`src/rtl/stopwatch_ctrl.sv`:
```
// Stopwatch sequencer: run/pause/done control, tick prescaler and
// carry/borrow enables for a cascade of external base-10 digit counters.
module stopwatch_ctrl #(
  parameter int TICK_DIV   = 1000000,
  parameter int NUM_DIGITS = 4,
  parameter int TICK_W     = 20
) (
  input  logic                  clk,
  input  logic                  rst,
  input  logic                  start_stop,
  input  logic                  clear,
  input  logic                  mode_down,
  input  logic                  set_pulse,
  input  logic [1:0]            set_sel,
  input  logic [NUM_DIGITS-1:0] threshold,
  output logic [NUM_DIGITS-1:0] digit_en,
  output logic                  up_down,
  output logic                  clear_digits,
  output logic                  running,
  output logic                  done,
  output logic                  alarm
);

  typedef enum logic [1:0] {IDLE, RUN, PAUSE, DONE} state_t;

  localparam logic [TICK_W-1:0] TICK_MAX = TICK_W'(TICK_DIV - 1);

  state_t                state_reg, state_next;
  logic [TICK_W-1:0]     presc_reg;
  logic                  tick_reg;
  logic                  dir_reg, dir_next;
  logic                  clear_digits_reg, clear_digits_next;
  logic                  alarm_reg, alarm_next;
  logic                  all_term;
  logic                  advance;
  logic                  restart;
  logic [NUM_DIGITS-1:0] carry;

  assign all_term = &threshold;

  // Ripple carry/borrow: digit i counts when every lower digit is at its terminal value.
  assign carry[0] = 1'b1;
  generate
    for (genvar gi = 1; gi < NUM_DIGITS; gi++) begin : g_carry
      assign carry[gi] = carry[gi-1] & threshold[gi-1];
    end
  endgenerate

  always_comb begin
    state_next        = state_reg;
    dir_next          = dir_reg;
    digit_en          = '0;
    up_down           = dir_reg;
    clear_digits_next = 1'b0;
    alarm_next        = 1'b0;
    case (state_reg)
      IDLE: begin
        // Follow the requested mode so threshold shows the zero condition.
        up_down = ~mode_down;
        if (clear) begin
          clear_digits_next = 1'b1;
        end else if (start_stop) begin
          if (!(mode_down && all_term)) begin
            state_next = RUN;
            dir_next   = ~mode_down;
          end
        end else if (set_pulse) begin
          up_down = 1'b1;
          for (int i = 0; i < NUM_DIGITS; i++) begin
            if (int'(set_sel) == i) digit_en[i] = 1'b1;
          end
        end
      end
      RUN: begin
        if (tick_reg) begin
          if (all_term) begin
            state_next = DONE;
            alarm_next = 1'b1;
          end else begin
            digit_en = carry;
            if (start_stop) state_next = PAUSE;
          end
        end else if (start_stop) begin
          state_next = PAUSE;
        end
      end
      PAUSE: begin
        if (clear) begin
          state_next        = IDLE;
          clear_digits_next = 1'b1;
        end else if (start_stop) begin
          state_next = RUN;
        end
      end
      DONE: begin
        if (clear) begin
          state_next        = IDLE;
          clear_digits_next = 1'b1;
        end else if (start_stop) begin
          state_next = IDLE;
        end
      end
      default: state_next = IDLE;
    endcase
  end

  // The prescaler holds on the cycle a pause is requested, so no tick is lost.
  assign advance = (state_reg == RUN) && !start_stop;
  assign restart = (state_reg == IDLE) && (state_next == RUN);

  always_ff @(posedge clk or negedge rst) begin
    if (!rst) begin
      state_reg        <= IDLE;
      presc_reg        <= '0;
      tick_reg         <= 1'b0;
      dir_reg          <= 1'b1;
      clear_digits_reg <= 1'b0;
      alarm_reg        <= 1'b0;
    end else begin
      state_reg        <= state_next;
      dir_reg          <= dir_next;
      clear_digits_reg <= clear_digits_next;
      alarm_reg        <= alarm_next;
      if (restart) begin
        presc_reg <= '0;
        tick_reg  <= 1'b0;
      end else if (advance) begin
        if (presc_reg == TICK_MAX) begin
          presc_reg <= '0;
          tick_reg  <= 1'b1;
        end else begin
          presc_reg <= presc_reg + TICK_W'(1);
          tick_reg  <= 1'b0;
        end
      end else begin
        tick_reg <= 1'b0;
      end
    end
  end

  assign running      = (state_reg == RUN);
  assign done         = (state_reg == DONE);
  assign clear_digits = clear_digits_reg;
  assign alarm        = alarm_reg;

endmodule

```
`config.mk`:
```
export PLATFORM = sky130hd
export DESIGN_NAME = stopwatch_ctrl
export DESIGN_NICKNAME = d
export VERILOG_FILES = /design/src/rtl/stopwatch_ctrl.sv
export SDC_FILE = /design/constraint.sdc
export NUM_CORES = 1
export LEC_CHECK = 0
export BUFFER_PORTS_ARGS = -buffer_cell sky130_fd_sc_hd__buf_2
export CAP_MARGIN = 20
export CORE_MARGIN = 3
export CORE_UTILIZATION = 25
export CTS_CLUSTER_DIAMETER = 50
export DETAILED_ROUTE_END_ITERATION = 12
export PLACE_DENSITY = 0.53
export SLEW_MARGIN = 20
export SYNTH_ARGS = -nofsm -noshare
export SYNTH_HDL_FRONTEND = slang
export SYNTH_SLANG_ARGS = --single-unit
```
`constraint.sdc`:
```
create_clock -name clk -period 6.15 [get_ports clk]
set_clock_uncertainty 0.2 [all_clocks]
set_input_delay 1.23 -clock clk [delete_from_list [all_inputs] [get_ports clk]]
set_output_delay 1.23 -clock clk [all_outputs]
set_load 0.005 [all_outputs]
```
==> results of run 1 <==
[power groups by stage]
stage               sequential, mW  combinational [mW]  clock [mW]
floorplan                    0.198              0.0580           0
global placement             0.203              0.0843           0
detailed placement           0.202              0.0844           0
CTS                          0.199              0.0849       0.120
global route                 0.203              0.0952       0.128
finish                       0.199              0.0841       0.113
[worst register-to-register path: stages, from the launching register on]
cell and delay (ps):
dfrtp_1 470, nor2b_1 360, nand2b_1 390, a31oi_4 580
o21ai_0 190, a31oi_1 210
[Yosys cell counts (3+ instances only)]
cell type,number
nor2_1,8
or3_1,3
inv_1,5
o21ai_1,3
and3_1,7
o21ai_0,6
nand4_1,6
nor3b_1,3
clkbuf_1,6
and4_1,3
a21oi_1,12
nor3_1,5
nand2_1,22
nand3_1,15
dfrtp_1,25
[per-layer routing]
layer	wire length (µm)	track usage, %
met4	21	2.59
met3	119	2.59
met2	1710	17.0
met1	1900	15.2
met5	0	0
[worst min path at each step]
stage | from | to | slack (ps) | cells after the start
detailed placement | dir_reg | dir_reg | 310 | 2
CTS | dir_reg | dir_reg | 320 | 2
global placement | dir_reg | dir_reg | 290 | 2
finish | dir_reg | dir_reg | 320 | 2
global route | dir_reg | dir_reg | 340 | 2
floorplan | presc_reg[4] | presc_reg[4] | 260 | 1
[kinds of logic (layout without fill, tap and decap cells)]
logic type	count (synthesis)	after routing
AOI/OAI and AO/OA	43	43
buffers and inverters	15	31
DFF	26	26
muxes	3	3
adders and majority gates	1	1
and+or+nand+nor	91	91
[layout make-up]
cell class,instances,area share [%]
Clock buffer,4,3.05
Inverter,5,1.04
Multi-Input combinational cell,138,48.3
Sequential cell,26,36.1
Tap cell,75,5.19
Timing Repair Buffer,22,6.37
[metrics by stage]
step	hold WS, ps	worst slack [ps]	cells	utilization (%)	cell area (µm²)
2_1_floorplan	265	2930	179	-	1600
3_3_place_gp	288	2680	266	28.9	1750
3_5_place_dp	307	2640	266	28.9	1750
4_1_cts	315	2630	270	29.8	1810
5_1_grt	341	2440	270	29.8	1810
6_report	318	2630	270	29.8	1810
==> key figures, run 1 <==
Pwr
  • Combinational power share: 21.2%
  • Clock power frac: 28.6%
  • Leak pwr: 0.778 nW
  • P per Cell Area: 220 mW/mm²
  • Sw Share: 30.2%
  • Net switching power: 0.120 mW
  • Max IR drop VDD: 0.0903 mV
  • Power Total: 0.397 mW
  • Seq pwr share: 50.2%
  • Internal: 0.277 mW

Yosys
  • Post-synthesis mux area share: 1.96%
  • Synth Area in Compound Gates: 18.6%
  • Largest family of logic cells by synthesized area: simple AND/OR/NAND/NOR gates
  • Post-Synth Adder-Cell Area: 0.783%
  • Post-Synth XOR/XNOR Area: 0%
  • Share of the synthesized area in the top cell type: 39.2%
  • Syn nets: 192
  • Synth Area in Simple Gates: 33.2%
  • Synth async-reset ratio: 100%
  • Cells after Synth: 179
  • Top FF cell, synth: dfrtp_1
  • Netlist cell types: 51
  • Syn avg cell area: 8.93 µm²
  • Register area share after synthesis: 40.8%
  • Area contributors post-synth: dfrtp_1 (39%), nand2_1 (5.2%), nand3_1 (4.7%)
  • Yosys reg bits: 26
  • Post-synth EDFFs: 0
  • Mapped Area: 0.00160 mm²
  • Synth area leader: dfrtp_1
  • Synth warn: 0

Critical path
  • Worst path arrival time: 2090 ps
  • Reg2Reg Depth: 5
  • Critical-path cell list: buf_2 > nor3_1 > nand3b_1 > o32ai_1 > buf_2
  • Worst setup path end: digit_en[0]
  • RR Startpoint: state_reg[1]
  • Worst path depth: 5
  • Buffers & Inverters on Critical Path: 2
  • Worst-path maximum fanout: 6
  • Startpoint Class: primary input
  • CP most frequent cell: buf_2
  • Slowest-stage cell, CP: o32ai_1
  • Req. time, crit path: 4720 ps
  • CP delay by family, top: simple AND/OR/NAND/NOR gates
  • CP startpoint: clear
  • Critical path class: primary input to output pin
  • Crit end category: output pin
  • Largest stage delay, worst path: 230 ps
  • Reg2reg end: presc_reg[12]
  • Setup slack, reg-to-reg: 3670 ps

Clocking
  • TritonCTS clock tree: built
  • CTS Hold Bufs: 0
  • Reg clk slew, reported paths: 90 ps
  • Skew-Pair Late Insertion Delay: 270 ps
  • Post-CTS Resized: 0
  • Root Buffer: clkbuf_8
  • Setup bufs post-CTS: 0
  • Sink Count: 26
  • CTS buffer count: 3
  • H-tree Lvls: 1
  • CTS max path bufs: 2

Placement
  • GPL Wtd Cong: 0.838
  • Hpwl dp: 2.71 mm
  • Buffers on Ports: 20

Final layout
  • Area Overhead vs Synth: 13.1%
  • Flip-flop count of the largest register, all copies and words added: 20
  • Diodes inserted: 0
  • Most frequent cells in the layout: dfrtp_1 (25), nand2_1 (22), buf_2 (20), nand3_1 (15), a21oi_1 (12)
  • Nets: 209
  • # fillers: 634
  • Share of post-route cells with drive strength above 1: 17.4%
  • Multi-input logic area: 872 µm²
  • Commonest non-fill, non-tap cell in the layout: dfrtp_1
  • Register area: 652 µm²

Worst hold path
  • HP Class: flop to flop

Detailed routing
  • Wire length per cell: 13.9 µm
  • Final wirelength: 3.75 mm
  • Final ANT Viol Nets: 0
  • Pre-antenna DRT Iters: 4
  • Vias: 1435
  • Initial drt markers: 54
  • DRC Markers: 0
  • Post-DR vias/cell: 5.31

Floorplan
  • Die width: 85.9 µm
  • Initial Utilization: 26.4%
  • Site Rows: 28
  • Top-Level Pins: 21
  • Die area: 0.00739 mm²
  • Core Area: 0.00606 mm²
  • Die H: 85.9 µm

Timing
  • Least-Margin Pin Slew: 602 ps
  • Final worst-path cycle share: 57.2%
  • Finish-stage setup viols: 0
  • Setup TNS: 0 ps
  • Max-slew headroom: 59.8%
  • Min Tclk post-route: 3520 ps
  • Slew Limit Fails: 0
  • Endpoints failing hold: 0
  • Timing-limited maximum frequency: 0.284 GHz
  • RSZ-0062 raised after global routing: no

Global route
  • Antenna violations before repair: 0
  • Tot GR Track Use: 10.9%
  • Vias in the first global route: 1342
  • Gr ovfl total: 0
  • Largest net degree at the start of global routing: 27
  • First-pass GRT wire length: 6.59 mm

Outcome
  • Status: finished clean

Run
  • MaxCap Viol Count: 0
(Power assumes the default switching activity.)
==> inputs of run 2 (changes only) <==
clock period = 3.38 ns   (was 6.15 ns; I/O delays follow)
==> run 2 against run 1 <==
Net effect: core utilization unchanged; clock-buffer cell count unchanged; global-route usage decreased by 0.31 points; clock power increased by 81%; critical path depth unchanged; register-to-register slack got worse by 2700 ps; first-iteration DRC count increased by 110%; wire length decreased by 2.3%; largest cell class unchanged.
==> key figures, run 2 (synthesized netlist as in run 1, its figures left out) <==
Clocking
  • Skew-Pair Late Insertion Delay: 270 ps
  • Sink Count: 26
  • CTS Hold Bufs: 0
  • CTS max path bufs: 2
  • TritonCTS clock tree: built
  • Root Buffer: clkbuf_8
  • Setup bufs post-CTS: 0
  • Reg clk slew, reported paths: 90 ps
  • Post-CTS Resized: 0
  • H-tree Lvls: 1
  • CTS buffer count: 3

Global route
  • Antenna violations before repair: 0
  • Vias in the first global route: 1308
  • Tot GR Track Use: 10.6%
  • Largest net degree at the start of global routing: 27
  • First-pass GRT wire length: 6.43 mm
  • Gr ovfl total: 0

Timing
  • Min Tclk post-route: 2740 ps
  • Final worst-path cycle share: 81.0%
  • Endpoints failing hold: 0
  • Slew Limit Fails: 0
  • Timing-limited maximum frequency: 0.365 GHz
  • Least-Margin Pin Slew: 650 ps
  • Max-slew headroom: 56.3%
  • Post-route setup slack: 644 ps
  • Setup TNS: 0 ps
  • RSZ-0062 raised after global routing: no
  • Finish-stage setup viols: 0

Run
  • MaxCap Viol Count: 0

Floorplan
  • Top-Level Pins: 21
  • Die width: 85.9 µm
  • Die H: 85.9 µm
  • Site Rows: 28
  • Core Area: 0.00606 mm²
  • Initial Utilization: 26.4%
  • Die area: 0.00739 mm²

Final layout
  • Share of post-route cells with drive strength above 1: 17.4%
  • # fillers: 649
  • Flip-flop count of the largest register, all copies and words added: 20
  • Nets: 209
  • Commonest non-fill, non-tap cell in the layout: dfrtp_1
  • Final core occ: 29.8%
  • Area Overhead vs Synth: 13.1%
  • Design area: 0.00181 mm²
  • Diodes inserted: 0
  • Most frequent cells in the layout: dfrtp_1 (25), nand2_1 (22), buf_2 (20), nand3_1 (15), a21oi_1 (12)
  • Fin cells: 270

Critical path
  • Worst path arrival time: 1860 ps
  • Crit end category: output pin
  • Critical path class: flop to output pin
  • Critical-path cell list: nor2b_1 > nand2_1 > a211oi_1 > a32o_1 > buf_2
  • Largest stage delay, worst path: 460 ps
  • CP delay by family, top: simple AND/OR/NAND/NOR gates
  • Slowest-stage cell, CP: dfrtp_1
  • Buffers & Inverters on Critical Path: 1
  • Req. time, crit path: 2500 ps
  • Startpoint Class: flop
  • Worst-path maximum fanout: 8

Detailed routing
  • Post-DR vias/cell: 5.19
  • DRC Markers: 0
  • Final wirelength: 3.67 mm
  • Final ANT Viol Nets: 0
  • Vias: 1400
  • Pre-antenna DRT Iters: 4
  • Wire length per cell: 13.6 µm
  • Initial drt markers: 115

Placement
  • DP Area: 0.00175 mm²
  • Hpwl dp: 2.61 mm
  • Buffers on Ports: 20
  • GPL Wtd Cong: 0.753
  • Placed cells: 266
  • Pre-CTS setup slack: 891 ps

Pwr
  • P per Cell Area: 398 mW/mm²
  • Leak pwr: 0.778 nW
  • Max IR drop VDD: 0.256 mV

Worst hold path
  • HP Class: primary input to asynchronous set/reset pin

Outcome
  • Status: finished clean
==> run 2: cell counts in the layout (fill, tap and decap cells not counted) <==
No cell type changed its count.
==> run 2: final timing paths <==
kind	cells past startpoint	slack, ps	from	to
max	5	640	state_reg[0]	digit_en[3]
min	1	190	rst	clear_digits
max reg2reg	5	960	state_reg[0]	presc_reg[12]
min reg2reg	2	310	dir_reg	dir_reg
max in group asynchronous	1	2400	rst	presc_reg[0]
min in group clk	2	310	dir_reg	dir_reg
==> run 2: layout make-up <==
class                      count  area (µm²)  area share [%]
inverter                       5        18.8            1.04
multi-input combinational    138         872            48.3
timing repair buffer          22         115            6.37
sequential                    26         652            36.1
tap                           75        93.8            5.19
clock buffer                   4        55.1            3.05
==> run 2: report_power, final <==
group / total, mW / internal [mW] / switching (mW)
combinational: 0.150 / 0.0622 / 0.0881
sequential: 0.363 / 0.338 / 0.0249
clock: 0.205 / 0.104 / 0.101
==> run 2: layer usage <==
layer  vias to the layer above  global-route usage (%)  part of all wire [%]
met5                         -                       0                     0
met4                         0                    1.73                  0.65
met3                         2                    2.69                   3.2
met2                        14                    16.8                    46
met1                       676                    14.8                    50
li1                        708                       -                     -
==> run 2: per-stage QoR <==
step / hold WS (ps) / power, mW
2_1_floorplan: 180 / 0.465
3_3_place_gp: 296 / 0.520
3_5_place_dp: 301 / 0.520
4_1_cts: 222 / 0.729
5_1_grt: 235 / 0.765
6_report: 193 / 0.718
==> inputs of run 3 (changes only) <==
ABC_AREA = 1   (was not set)
PLACE_DENSITY = 0.54   (was 0.53)
clock period = 2.2 ns   (was 3.38 ns; I/O delays follow)
==> run 3 against run 2 <==
Net effect: final cell count up 31%; sequential power up 62%; largest power group unchanged; sequential share of layout area down 4.5 points; design area up 14%; setup slack worse by 590 ps; core utilization up 2.0 points; die area up 6.9%; register-to-register slack worse by 720 ps; area after synthesis up 7.4%; clock power up 97%; wire length up 14%.
==> key figures, run 3 <==
Yosys
  • Most common library cells after synthesis: nand2_1 (75), nor2_1 (34), inv_1 (30)
  • Syn nets: 259
  • Synth async-reset ratio: 100%
  • Cells after Synth: 246
  • Post-synth EDFFs: 0
  • Synth area leader: dfrtp_1
  • Syn avg cell area: 6.98 µm²
  • Netlist cell types: 32
  • Count leader, synth: nand2_1
  • Register area share after synthesis: 38.0%
  • Synth warn: 0
  • Share of the synthesized area in the top cell type: 36.4%
  • Area contributors post-synth: dfrtp_1 (36%), nand2_1 (16%), nor2_1 (7.4%)
  • Mapped Area: 0.00172 mm²
  • Yosys reg bits: 26
  • Top FF cell, synth: dfrtp_1

Final layout
  • Area Overhead vs Synth: 20.3%
  • Diodes inserted: 0
  • Nets: 292
  • Most frequent cells in the layout: nand2_1 (73), nor2_1 (34), inv_1 (27), dfrtp_1 (25), buf_2 (20)
  • Share of post-route cells with drive strength above 1: 23.0%
  • Design area: 0.00207 mm²
  • # fillers: 691
  • Commonest non-fill, non-tap cell in the layout: nand2_1
  • Flip-flop count of the largest register, all copies and words added: 20

Global route
  • First-pass GRT wire length: 6.91 mm
  • Met2 usage: 18.4%
  • Gr ovfl total: 0
  • Antenna violations before repair: 0
  • Vias in the first global route: 1612
  • GR Util met3: 2.79%
  • Most used routing layer: met2
  • Met1 usage: 14.1%
  • Largest net degree at the start of global routing: 27
  • Tot GR Track Use: 10.9%

Floorplan
  • Die H: 88.9 µm
  • Die area: 0.00790 mm²
  • Initial Utilization: 26.4%
  • Top-Level Pins: 21
  • Die width: 88.9 µm
  • Site Rows: 29
  • Core Area: 0.00649 mm²

Detailed routing
  • Final wirelength: 4.16 mm
  • Post-DR vias/cell: 4.67
  • Final ANT Viol Nets: 0
  • Initial drt markers: 59
  • Vias: 1659
  • Wire length per cell: 11.7 µm
  • DRC Markers: 0
  • Pre-antenna DRT Iters: 4

Placement
  • GPL Wtd Cong: 0.822
  • Hpwl dp: 3.17 mm
  • Pre-CTS setup slack: 191 ps
  • DP Area: 0.00191 mm²
  • Buffers on Ports: 20

Critical path
  • Startpoint Class: flop
  • Reg2reg end: presc_reg[9]
  • Critical path class: flop to output pin
  • Critical-path cell list: inv_2 > buf_6 > nor2_4 > nand2_2 > inv_2 > nand4_1 > o22ai_1 > buf_2
  • Reg2Reg Depth: 9
  • Crit end category: output pin
  • Worst path arrival time: 1510 ps
  • Slowest-stage cell, CP: dfrtp_1
  • Req. time, crit path: 1560 ps
  • Setup slack, reg-to-reg: 240 ps
  • CP most frequent cell: inv_2
  • RR Startpoint: presc_reg[0]
  • CP delay by family, top: flip-flops
  • Worst-path maximum fanout: 4
  • Buffers & Inverters on Critical Path: 4
  • Largest stage delay, worst path: 380 ps

Timing
  • Timing-limited maximum frequency: 0.466 GHz
  • Max-slew headroom: 59.3%
  • Least-Margin Pin Slew: 611 ps
  • Slew Limit Fails: 0
  • Post-route setup slack: 53.7 ps
  • Min Tclk post-route: 2150 ps
  • RSZ-0062 raised after global routing: yes
  • Finish-stage setup viols: 0
  • Final worst-path cycle share: 97.6%
  • Endpoints failing hold: 0

Clocking
  • H-tree Lvls: 1
  • CTS buffer count: 3
  • CTS max path bufs: 2
  • TritonCTS clock tree: built
  • Root Buffer: clkbuf_8
  • Reg clk slew, reported paths: 100 ps
  • Sink Count: 26
  • Skew-Pair Late Insertion Delay: 280 ps

Worst hold path
  • Hold path startpoint: mode_down
  • Hold depth: 2
  • Hold path endpoint: dir_reg
  • HP Class: primary input to flop

Pwr
  • Max IR drop VDD: 0.235 mV
  • Leak pwr: 0.943 nW
  • Power Total: 1.56 mW
  • P per Cell Area: 754 mW/mm²

Outcome
  • Status: finished clean

Run
  • MaxCap Viol Count: 0
run 3: cell count changes in the layout (fill, tap and decap cells not counted), moves of 7 or more:
cell / before / now
nand2_1: 22 / 73
nor2_1: 8 / 34
inv_1: 5 / 27
a21oi_1: 12 / 1
nand2_2: 0 / 11
and3_1: 7 / 0
inv_2: 0 / 7
xor2_1: 0 / 7
run 3: cell type report:
cell class | count | area, µm² | area share, %
clock inverters | 1 | 30.0 | 1.45
inverters | 35 | 134 | 6.48
multi-input cells | 183 | 931 | 45.1
flip-flops and latches | 26 | 652 | 31.6
well taps | 77 | 96.3 | 4.66
repair buffers | 30 | 181 | 8.78
clock buffers | 3 | 41.3 | 2.00
run 3: worst max-delay path by stage:
| stage | startpoint | end | slack, ps | depth (start not counted) |
|---|---|---|---|---|
| after floorplan | state_reg[0] | digit_en[1] | 370 | 6 |
| after global placement | start_stop | digit_en[1] | 230 | 6 |
| after detailed placement | state_reg[1] | digit_en[0] | 190 | 7 |
| after CTS | state_reg[0] | digit_en[0] | 4 | 7 |
| after global routing | state_reg[0] | digit_en[3] | -40 | 8 |
| final | state_reg[0] | digit_en[3] | 50 | 8 |
run 3: kinds of logic after synthesis:
family                     Yosys count  share of synthesized area [%]
DFF                                 26                           38.0
adders and majority gates            1                          0.729
buffers and inverters               37                           8.89
and+or+nand+nor                    149                           39.1
AOI/OAI and AO/OA                   26                           9.69
xor gates and xnor gates             7                           3.57
run 3: power breakdown:
part / internal (mW) / total [mW] / switching (mW)
Combinational: 0.239 / 0.565 / 0.325
Sequential: 0.538 / 0.589 / 0.0509
Clock: 0.244 / 0.404 / 0.160
Total: 1.02 / 1.56 / 0.536
run 3: through the flow:
step | utilization, % | hold WS [ps] | setup TNS, ps | std cells
final | 31.8 | 139 | 0 | 355
after global routing | 31.8 | 149 | -67.9 | 355
after CTS | 31.1 | 145 | 0 | 351
after detailed placement | 29.4 | 294 | 0 | 343
after global placement | 29.4 | 290 | 0 | 343
after floorplan | - | -55.6 | 0 | 246
run 3: routing by layer:
layer	share of wire, %	vias to the layer above
met1	48	777
li1	-	840
met3	5.4	4
met2	46	38
met4	0.65	0
met5	0	-
run 3: what timing repair did:
action,in CTS,in global routing
cloned,0,0
setup buffers,3,4
setup endpoints to repair,2,4
hold buffers,1,0
hold endpoints to repair,25,0
pin swaps,0,5
resized for setup,2,7
